==> src/rtl/cpu_pkg.sv <==
// Shared constants and types for the tp1 core and its data-side peripherals.
// Holds the data bus memory map, the UART status bit positions and the UART transmitter states.
package cpu_pkg;

    localparam logic [7:0] RAM_TOP        = 8'hEF;
    localparam logic [7:0] ADDR_LEDS      = 8'hF0;
    localparam logic [7:0] ADDR_SW        = 8'hF1;
    localparam logic [7:0] ADDR_UART_DATA = 8'hF2;
    localparam logic [7:0] ADDR_UART_STAT = 8'hF3;
    localparam logic [7:0] ADDR_TIMER     = 8'hF4;

    localparam int RAM_DEPTH = 240;

    localparam int UART_STAT_BUSY    = 0;
    localparam int UART_STAT_OVERRUN = 1;

    typedef enum logic [1:0] {
        UartState_IDLE,
        UartState_START,
        UartState_DATA,
        UartState_STOP
    } UartState;

endpackage

==> src/rtl/uart_tx.sv <==
// 8N1 UART transmitter, LSB first; every state and data bit lasts BAUD_DIV clocks.
// The start bit goes onto the line at the same edge that accepts _iStart.
//  state | meaning
//  IDLE  | line high, waiting for _iStart
//  START | start bit (0) on the line
//  DATA  | shifting out the 8 data bits
//  STOP  | stop bit (1); leaving it returns to IDLE and drops busy
module uart_tx
    import cpu_pkg::*;
#(
    parameter int BAUD_DIV = 434
) (
    input  logic       _iClk,
    input  logic       _iReset,
    input  logic       _iStart,
    input  logic [7:0] _iData,
    output logic       _oBusy,
    output logic       _oTx
);

    localparam int CNT_W = $clog2(BAUD_DIV);
    localparam logic [CNT_W-1:0] BAUD_LAST = CNT_W'(BAUD_DIV - 1);

    UartState state, stateNext;
    logic [CNT_W-1:0] baudCnt, baudCntNext;
    logic [2:0] bitCnt, bitCntNext;
    logic [7:0] shiftReg, shiftRegNext;
    logic tx, txNext;

    always_ff @(posedge _iClk or negedge _iReset) begin
        if (!_iReset) begin
            state    <= UartState_IDLE;
            baudCnt  <= '0;
            bitCnt   <= '0;
            shiftReg <= '0;
            tx       <= 1'b1;
        end else begin
            state    <= stateNext;
            baudCnt  <= baudCntNext;
            bitCnt   <= bitCntNext;
            shiftReg <= shiftRegNext;
            tx       <= txNext;
        end
    end

    always_comb begin
        stateNext    = state;
        baudCntNext  = baudCnt;
        bitCntNext   = bitCnt;
        shiftRegNext = shiftReg;
        txNext       = tx;
        case (state)
            UartState_IDLE: begin
                if (_iStart) begin
                    stateNext    = UartState_START;
                    baudCntNext  = BAUD_LAST;
                    shiftRegNext = _iData;
                    txNext       = 1'b0;
                end
            end
            UartState_START: begin
                if (baudCnt == '0) begin
                    stateNext   = UartState_DATA;
                    baudCntNext = BAUD_LAST;
                    bitCntNext  = 3'd7;
                    txNext      = shiftReg[0];
                end else begin
                    baudCntNext = baudCnt - CNT_W'(1);
                end
            end
            UartState_DATA: begin
                if (baudCnt == '0) begin
                    baudCntNext = BAUD_LAST;
                    if (bitCnt == 3'd0) begin
                        stateNext = UartState_STOP;
                        txNext    = 1'b1;
                    end else begin
                        bitCntNext   = bitCnt - 3'd1;
                        shiftRegNext = {1'b0, shiftReg[7:1]};
                        txNext       = shiftReg[1];
                    end
                end else begin
                    baudCntNext = baudCnt - CNT_W'(1);
                end
            end
            UartState_STOP: begin
                if (baudCnt == '0) begin
                    stateNext = UartState_IDLE;
                end else begin
                    baudCntNext = baudCnt - CNT_W'(1);
                end
            end
            default: begin
                stateNext = UartState_IDLE;
                txNext    = 1'b1;
            end
        endcase
    end

    assign _oBusy = (state != UartState_IDLE);
    assign _oTx   = tx;

endmodule

==> src/rtl/data_bus.sv <==
// Data-side slave of the tp1 core: RAM plus memory-mapped LEDs, switches, UART and timer.
// Read data is a combinational function of the address; writes land on the clock edge.
module data_bus
    import cpu_pkg::*;
#(
    parameter int CLK_HZ    = 50_000_000,
    parameter int BAUD      = 115_200,
    parameter int TIMER_DIV = 50_000
) (
    input  logic       _iClk,
    input  logic       _iReset,
    input  logic [7:0] _iAddr,
    input  logic [7:0] _iWData,
    input  logic       _iWrite,
    output logic [7:0] _oRData,
    input  logic [7:0] _iSwitches,
    output logic [7:0] _oLeds,
    output logic       _oUartTx
);

    localparam int BAUD_DIV = CLK_HZ / BAUD;
    localparam int PRE_W = (TIMER_DIV > 1) ? $clog2(TIMER_DIV) : 1;
    localparam logic [PRE_W-1:0] PRE_LAST = PRE_W'(TIMER_DIV - 1);

    logic [7:0] ram [0:RAM_DEPTH-1];
    logic [7:0] leds;
    logic [7:0] swMeta;
    logic [7:0] swSync;
    logic [7:0] uartData;
    logic [7:0] uartStat;
    logic [7:0] timer;
    logic [PRE_W-1:0] prescaler;
    logic overrun;
    logic uartBusy;
    logic uartStart;
    logic overrunSet;
    logic overrunClr;
    logic wrRam, wrLeds, wrUartData, wrUartStat, wrTimer;

    assign wrRam      = _iWrite && (_iAddr <= RAM_TOP);
    assign wrLeds     = _iWrite && (_iAddr == ADDR_LEDS);
    assign wrUartData = _iWrite && (_iAddr == ADDR_UART_DATA);
    assign wrUartStat = _iWrite && (_iAddr == ADDR_UART_STAT);
    assign wrTimer    = _iWrite && (_iAddr == ADDR_TIMER);

    // A data write while a frame is in flight is dropped and only flags overrun.
    assign uartStart  = wrUartData && !uartBusy;
    assign overrunSet = wrUartData && uartBusy;
    assign overrunClr = wrUartStat && _iWData[UART_STAT_OVERRUN];

    always_ff @(posedge _iClk) begin
        if (wrRam) begin
            ram[_iAddr] <= _iWData;
        end
    end

    always_ff @(posedge _iClk or negedge _iReset) begin
        if (!_iReset) begin
            leds     <= '0;
            swMeta   <= '0;
            swSync   <= '0;
            uartData <= '0;
            overrun  <= 1'b0;
        end else begin
            swMeta <= _iSwitches;
            swSync <= swMeta;
            if (wrLeds) begin
                leds <= _iWData;
            end
            if (uartStart) begin
                uartData <= _iWData;
            end
            if (overrunSet) begin
                overrun <= 1'b1;
            end else if (overrunClr) begin
                overrun <= 1'b0;
            end
        end
    end

    // Software load wins over the prescaler wrap and restarts the count.
    always_ff @(posedge _iClk or negedge _iReset) begin
        if (!_iReset) begin
            timer     <= '0;
            prescaler <= '0;
        end else if (wrTimer) begin
            timer     <= _iWData;
            prescaler <= '0;
        end else if (prescaler == PRE_LAST) begin
            timer     <= timer + 8'd1;
            prescaler <= '0;
        end else begin
            prescaler <= prescaler + PRE_W'(1);
        end
    end

    uart_tx #(
        .BAUD_DIV(BAUD_DIV)
    ) uUartTx (
        ._iClk  (_iClk),
        ._iReset(_iReset),
        ._iStart(uartStart),
        ._iData (_iWData),
        ._oBusy (uartBusy),
        ._oTx   (_oUartTx)
    );

    always_comb begin
        uartStat = '0;
        uartStat[UART_STAT_BUSY]    = uartBusy;
        uartStat[UART_STAT_OVERRUN] = overrun;
    end

    always_comb begin
        _oRData = '0;
        if (_iAddr <= RAM_TOP) begin
            _oRData = ram[_iAddr];
        end else begin
            case (_iAddr)
                ADDR_LEDS:      _oRData = leds;
                ADDR_SW:        _oRData = swSync;
                ADDR_UART_DATA: _oRData = uartData;
                ADDR_UART_STAT: _oRData = uartStat;
                ADDR_TIMER:     _oRData = timer;
                default:        _oRData = '0;
            endcase
        end
    end

    assign _oLeds = leds;

endmodule

==> config.mk <==
export PLATFORM = sky130hd
export DESIGN_NAME = data_bus
export DESIGN_NICKNAME = d
export VERILOG_FILES = /design/src/rtl/cpu_pkg.sv /design/src/rtl/uart_tx.sv /design/src/rtl/data_bus.sv
export SDC_FILE = /design/constraint.sdc
export NUM_CORES = 2
export LEC_CHECK = 0
export CAP_MARGIN = 10
export CORE_MARGIN = 1.5
export CORE_UTILIZATION = 52
export CTS_CLUSTER_SIZE = 24
export DETAILED_ROUTE_END_ITERATION = 7
export GPL_ROUTABILITY_DRIVEN = 0
export PLACE_DENSITY = 0.69
export SYNTH_ARGS = -nofsm -noshare
export SYNTH_HDL_FRONTEND = slang
export SYNTH_HIERARCHICAL = 1
export SYNTH_SLANG_ARGS = --single-unit
export TNS_END_PERCENT = 5
==> constraint.sdc <==
create_clock -name _iClk -period 3.9 [get_ports _iClk]
set_input_delay 0.78 -clock _iClk [delete_from_list [all_inputs] [get_ports _iClk]]
set_output_delay 0.78 -clock _iClk [all_outputs]
set_load 0.01 [all_outputs]
==> flow_summary.yaml <==
run_status:
  status: "finished with violations"
  violations: "negative setup slack"
pwr:
  power.density_nw_per_um2: 494
  sequentialPowerShare_pct: 51.7
  p_leak_nw: 31.1
  vdd_drop_max_v: 0.000415
  p_comb_share_pct: 8.2
  power.switching_mw: 10.3
  switching_share_pct: 22.4
  internal-power_mw: 35.9
  clockPowerShare_pct: 40.1
timing:
  setup_viol: 8
  clock_skew_ns: 0.0338
  fin_crit_ns: 4.41
  max_freq_mhz: 227
  setup_ws_ns: -0.514
  tightestPinTransition_ns: 1.17
  finalHoldViolations: 0
  rsz0062_at_grt: "true"
  fin_hold_ws_ns: 0.125
  relSlewSlack_pct: 21.7
  drv_slew: 0
  fin_crit_sh_pct: 113
routing:
  firstDrtPassIters: 5
  wl_per_cell_um: 30.7
  vias_per_cell: 6.30
  postRouteAntennaNets: 0
  drc: 0
  wl_met3_um: 21700
  drt_iter0_drc: 5541
  vias: 42700
  routed_wl_um: 208000
  top_layer: "met5"
  wl_met1_um: 79700
  wl_met2_um: 99200
critical_path:
  cp-end-kind: "primary output"
  crit_fanout: 12
  crit_chain: "buf_4, buf_4, buf_4, nand4bb_1, buf_4, o22ai_1, or4_1, a31oi_1, o21a_1, nand4_1, nand3_1, o21ai_2, buf_2"
  critical_path_required_ns: 3.12
  crit_family: "simple AND/OR/NAND/NOR gates"
  critPathLaunchType: "primary input"
  timing.critical_path.depth: 13
  cpMostUsedCell: "buf_4"
  ff2ff_path_depth: 7
  slowest_delay_ns: 0.56
  crit_type: "in -> out"
  cp_slowest_cell: "or4_1"
  crit_arrival_ns: 3.63
  path_buf_inv: 5
global_routing:
  grt_first_pass_wirelength_um: 299000
  gr-total-overflow: 0
  grt_pass1_vias: 42600
  grt_max_degree: 141
  antenna_found_initial: 4
  track_usage_pct: 27.4
final_layout:
  mostFrequentLayoutCell: "edfxtp_1"
  finalNetCount: 4626
  area_delta_synth_final_pct: 18.9
  drive_gt1_share_pct: 31.9
  layout_common_cells: "edfxtp_1 (1,920), buf_4 (544), mux4_2 (422)"
  final_cell_count_no_fill: 6766
  antenna_cells: 0
floorplan:
  rows: 142
  start_util_pct: 52.5
  coreArea_sq_um: 150000
  io_pins: 44
  dieArea_sq_um: 154000
  fp.dieH_um: 392
  die_w_um: 392
synthesis:
  synth_ff_type: "edfxtp_1"
  synth_area_leader_cell: "edfxtp_1"
  ys_types: 79
  synth_seq_cells: 2000
  synth_area_sq_um: 78700
  synth_edf_count: 1920
  synth_nets: 3970
  synth_area_leaders: "edfxtp_1 (73%), mux4_2 (12%), mux2i_1 (2.6%)"
  synth_top_area_share_pct: 73.2
  ys_warn_count: 6
  avgSynthCellArea_sq_um: 20.0
  ys_seq_area_share_pct: 75.8
  async_flop_share_pct: 4.00
  syn_inst: 3933
clocking:
  clk_path_buf_depth: 3
  htree_levels: 4
  path_clk_slew_ns: 0.06
  root_buffer: "clkbuf_16"
  cts_made_buffers: 192
  tritoncts: "yes"
  clkSinkCount: 2000
  clkLatencyLatePin_ns: 0.85
placement:
  dpl.hpwl_um: 133000
  dp_cells: 6365
  portBuffers: 43
run:
  maxCapViolCount: 0
worst_hold_path:
  holdCritPathClass: "in -> async"
logic make-up after synthesis:
group / synth area share [%]
and+or+nand+nor: 3.47
AOI/OAI and AO/OA: 3.38
buffers and inverters: 1.69
xor gates and xnor gates: 0.234
adders and majority gates: 0.159
muxes: 15.3
DFF: 75.8
per-stage QoR:
| step | TNS, ns | instance area, sq um | setup WS (ns) | util, % | total power [mW] |
|---|---|---|---|---|---|
| 2_1_floorplan | 0 | 78700 | 0.0809 | - | 26.2 |
| 3_3_place_gp | -11.52 | 86000 | -1.43 | 57.3 | 27.9 |
| 3_5_place_dp | -12.01 | 86000 | -1.40 | 57.3 | 27.9 |
| 4_1_cts | -3.26 | 93500 | -0.448 | 62.3 | 46.4 |
| 5_1_grt | -3.80 | 93600 | -0.537 | 62.4 | 47.4 |
| 6_report | -3.40 | 93600 | -0.514 | 62.4 | 46.2 |
flip-flops by register name (all words and copies together) (netlist names):
name,flops
_oLeds,8
overrun,1
prescaler,16
ram,1920
swMeta,8
swSync,8
timer,8
uUartTx/_oTx,1
uUartTx/baudCnt,9
uUartTx/bitCnt,3
uUartTx/shiftReg,8
uUartTx/state,2
uartData,8
routing by layer:
metal	global-route usage (%)	up-vias
met1	38.2	22400
li1	-	17500
met3	5.74	357
met5	0	-
met2	43.1	2399
met4	9.80	2
power groups by stage:
| stage | Sequential [mW] | Clock [mW] | Combinational (mW) |
|---|---|---|---|
| 6_report | 23.9 | 18.5 | 3.79 |
| 5_1_grt | 23.9 | 19.5 | 4.01 |
| 4_1_cts | 23.9 | 18.7 | 3.77 |
| 3_5_place_dp | 24.4 | 0 | 3.58 |
| 3_3_place_gp | 24.3 | 0 | 3.52 |
| 2_1_floorplan | 24.3 | 0 | 1.89 |
synth_stat cells, types with 18 or more instances:
library cell	n
clkbuf_1	93
edfxtp_1	1920
buf_6	18
a22o_1	24
a31oi_1	25
nand2_1	85
buf_4	34
a221oi_1	31
nor2b_1	20
mux2i_1	201
a21oi_1	64
nor3_1	30
mux4_2	422
a22oi_1	74
and3_1	25
o22ai_1	41
dfrtp_1	79
o21ai_0	44
buf_2	73
mux2_2	38
nor2_1	311
nand3_1	53
repair_timing:
action | CTS | global route
endpoints found under the hold margin | 0 | 0
gates cloned | 6 | 0
setup buffers | 45 | 0
pin swaps | 55 | 8
hold buffers | 0 | 0
endpoints found under the setup margin | 8 | 8
gates resized for setup | 202 | 13
layout make-up:
class | instances | area, sq um
Sequential cell | 2000 | 59700
Fill cell | 10200 | 56500
Multi-Input combinational cell | 1684 | 18500
Timing Repair Buffer | 695 | 6670
Clock buffer | 233 | 4990
Tap cell | 2016 | 2520
Clock inverter | 122 | 1260
Inverter | 16 | 62.6
path summary, 6_finish.rpt:
path                               startpoint                  end  slack, ns
max                                 _iAddr[5]           _oRData[6]      -0.51
min                                   _iReset        prescaler[15]       0.12
max reg2reg                uUartTx/baudCnt[0]  uUartTx/shiftReg[6]       1.46
min reg2reg                         swMeta[3]            swSync[3]       0.36
max in group asynchronous             _iReset  uUartTx/shiftReg[7]       3.10
min in group _iClk                  swMeta[3]            swSync[3]       0.36
Power figures use the tool's default switching activity.
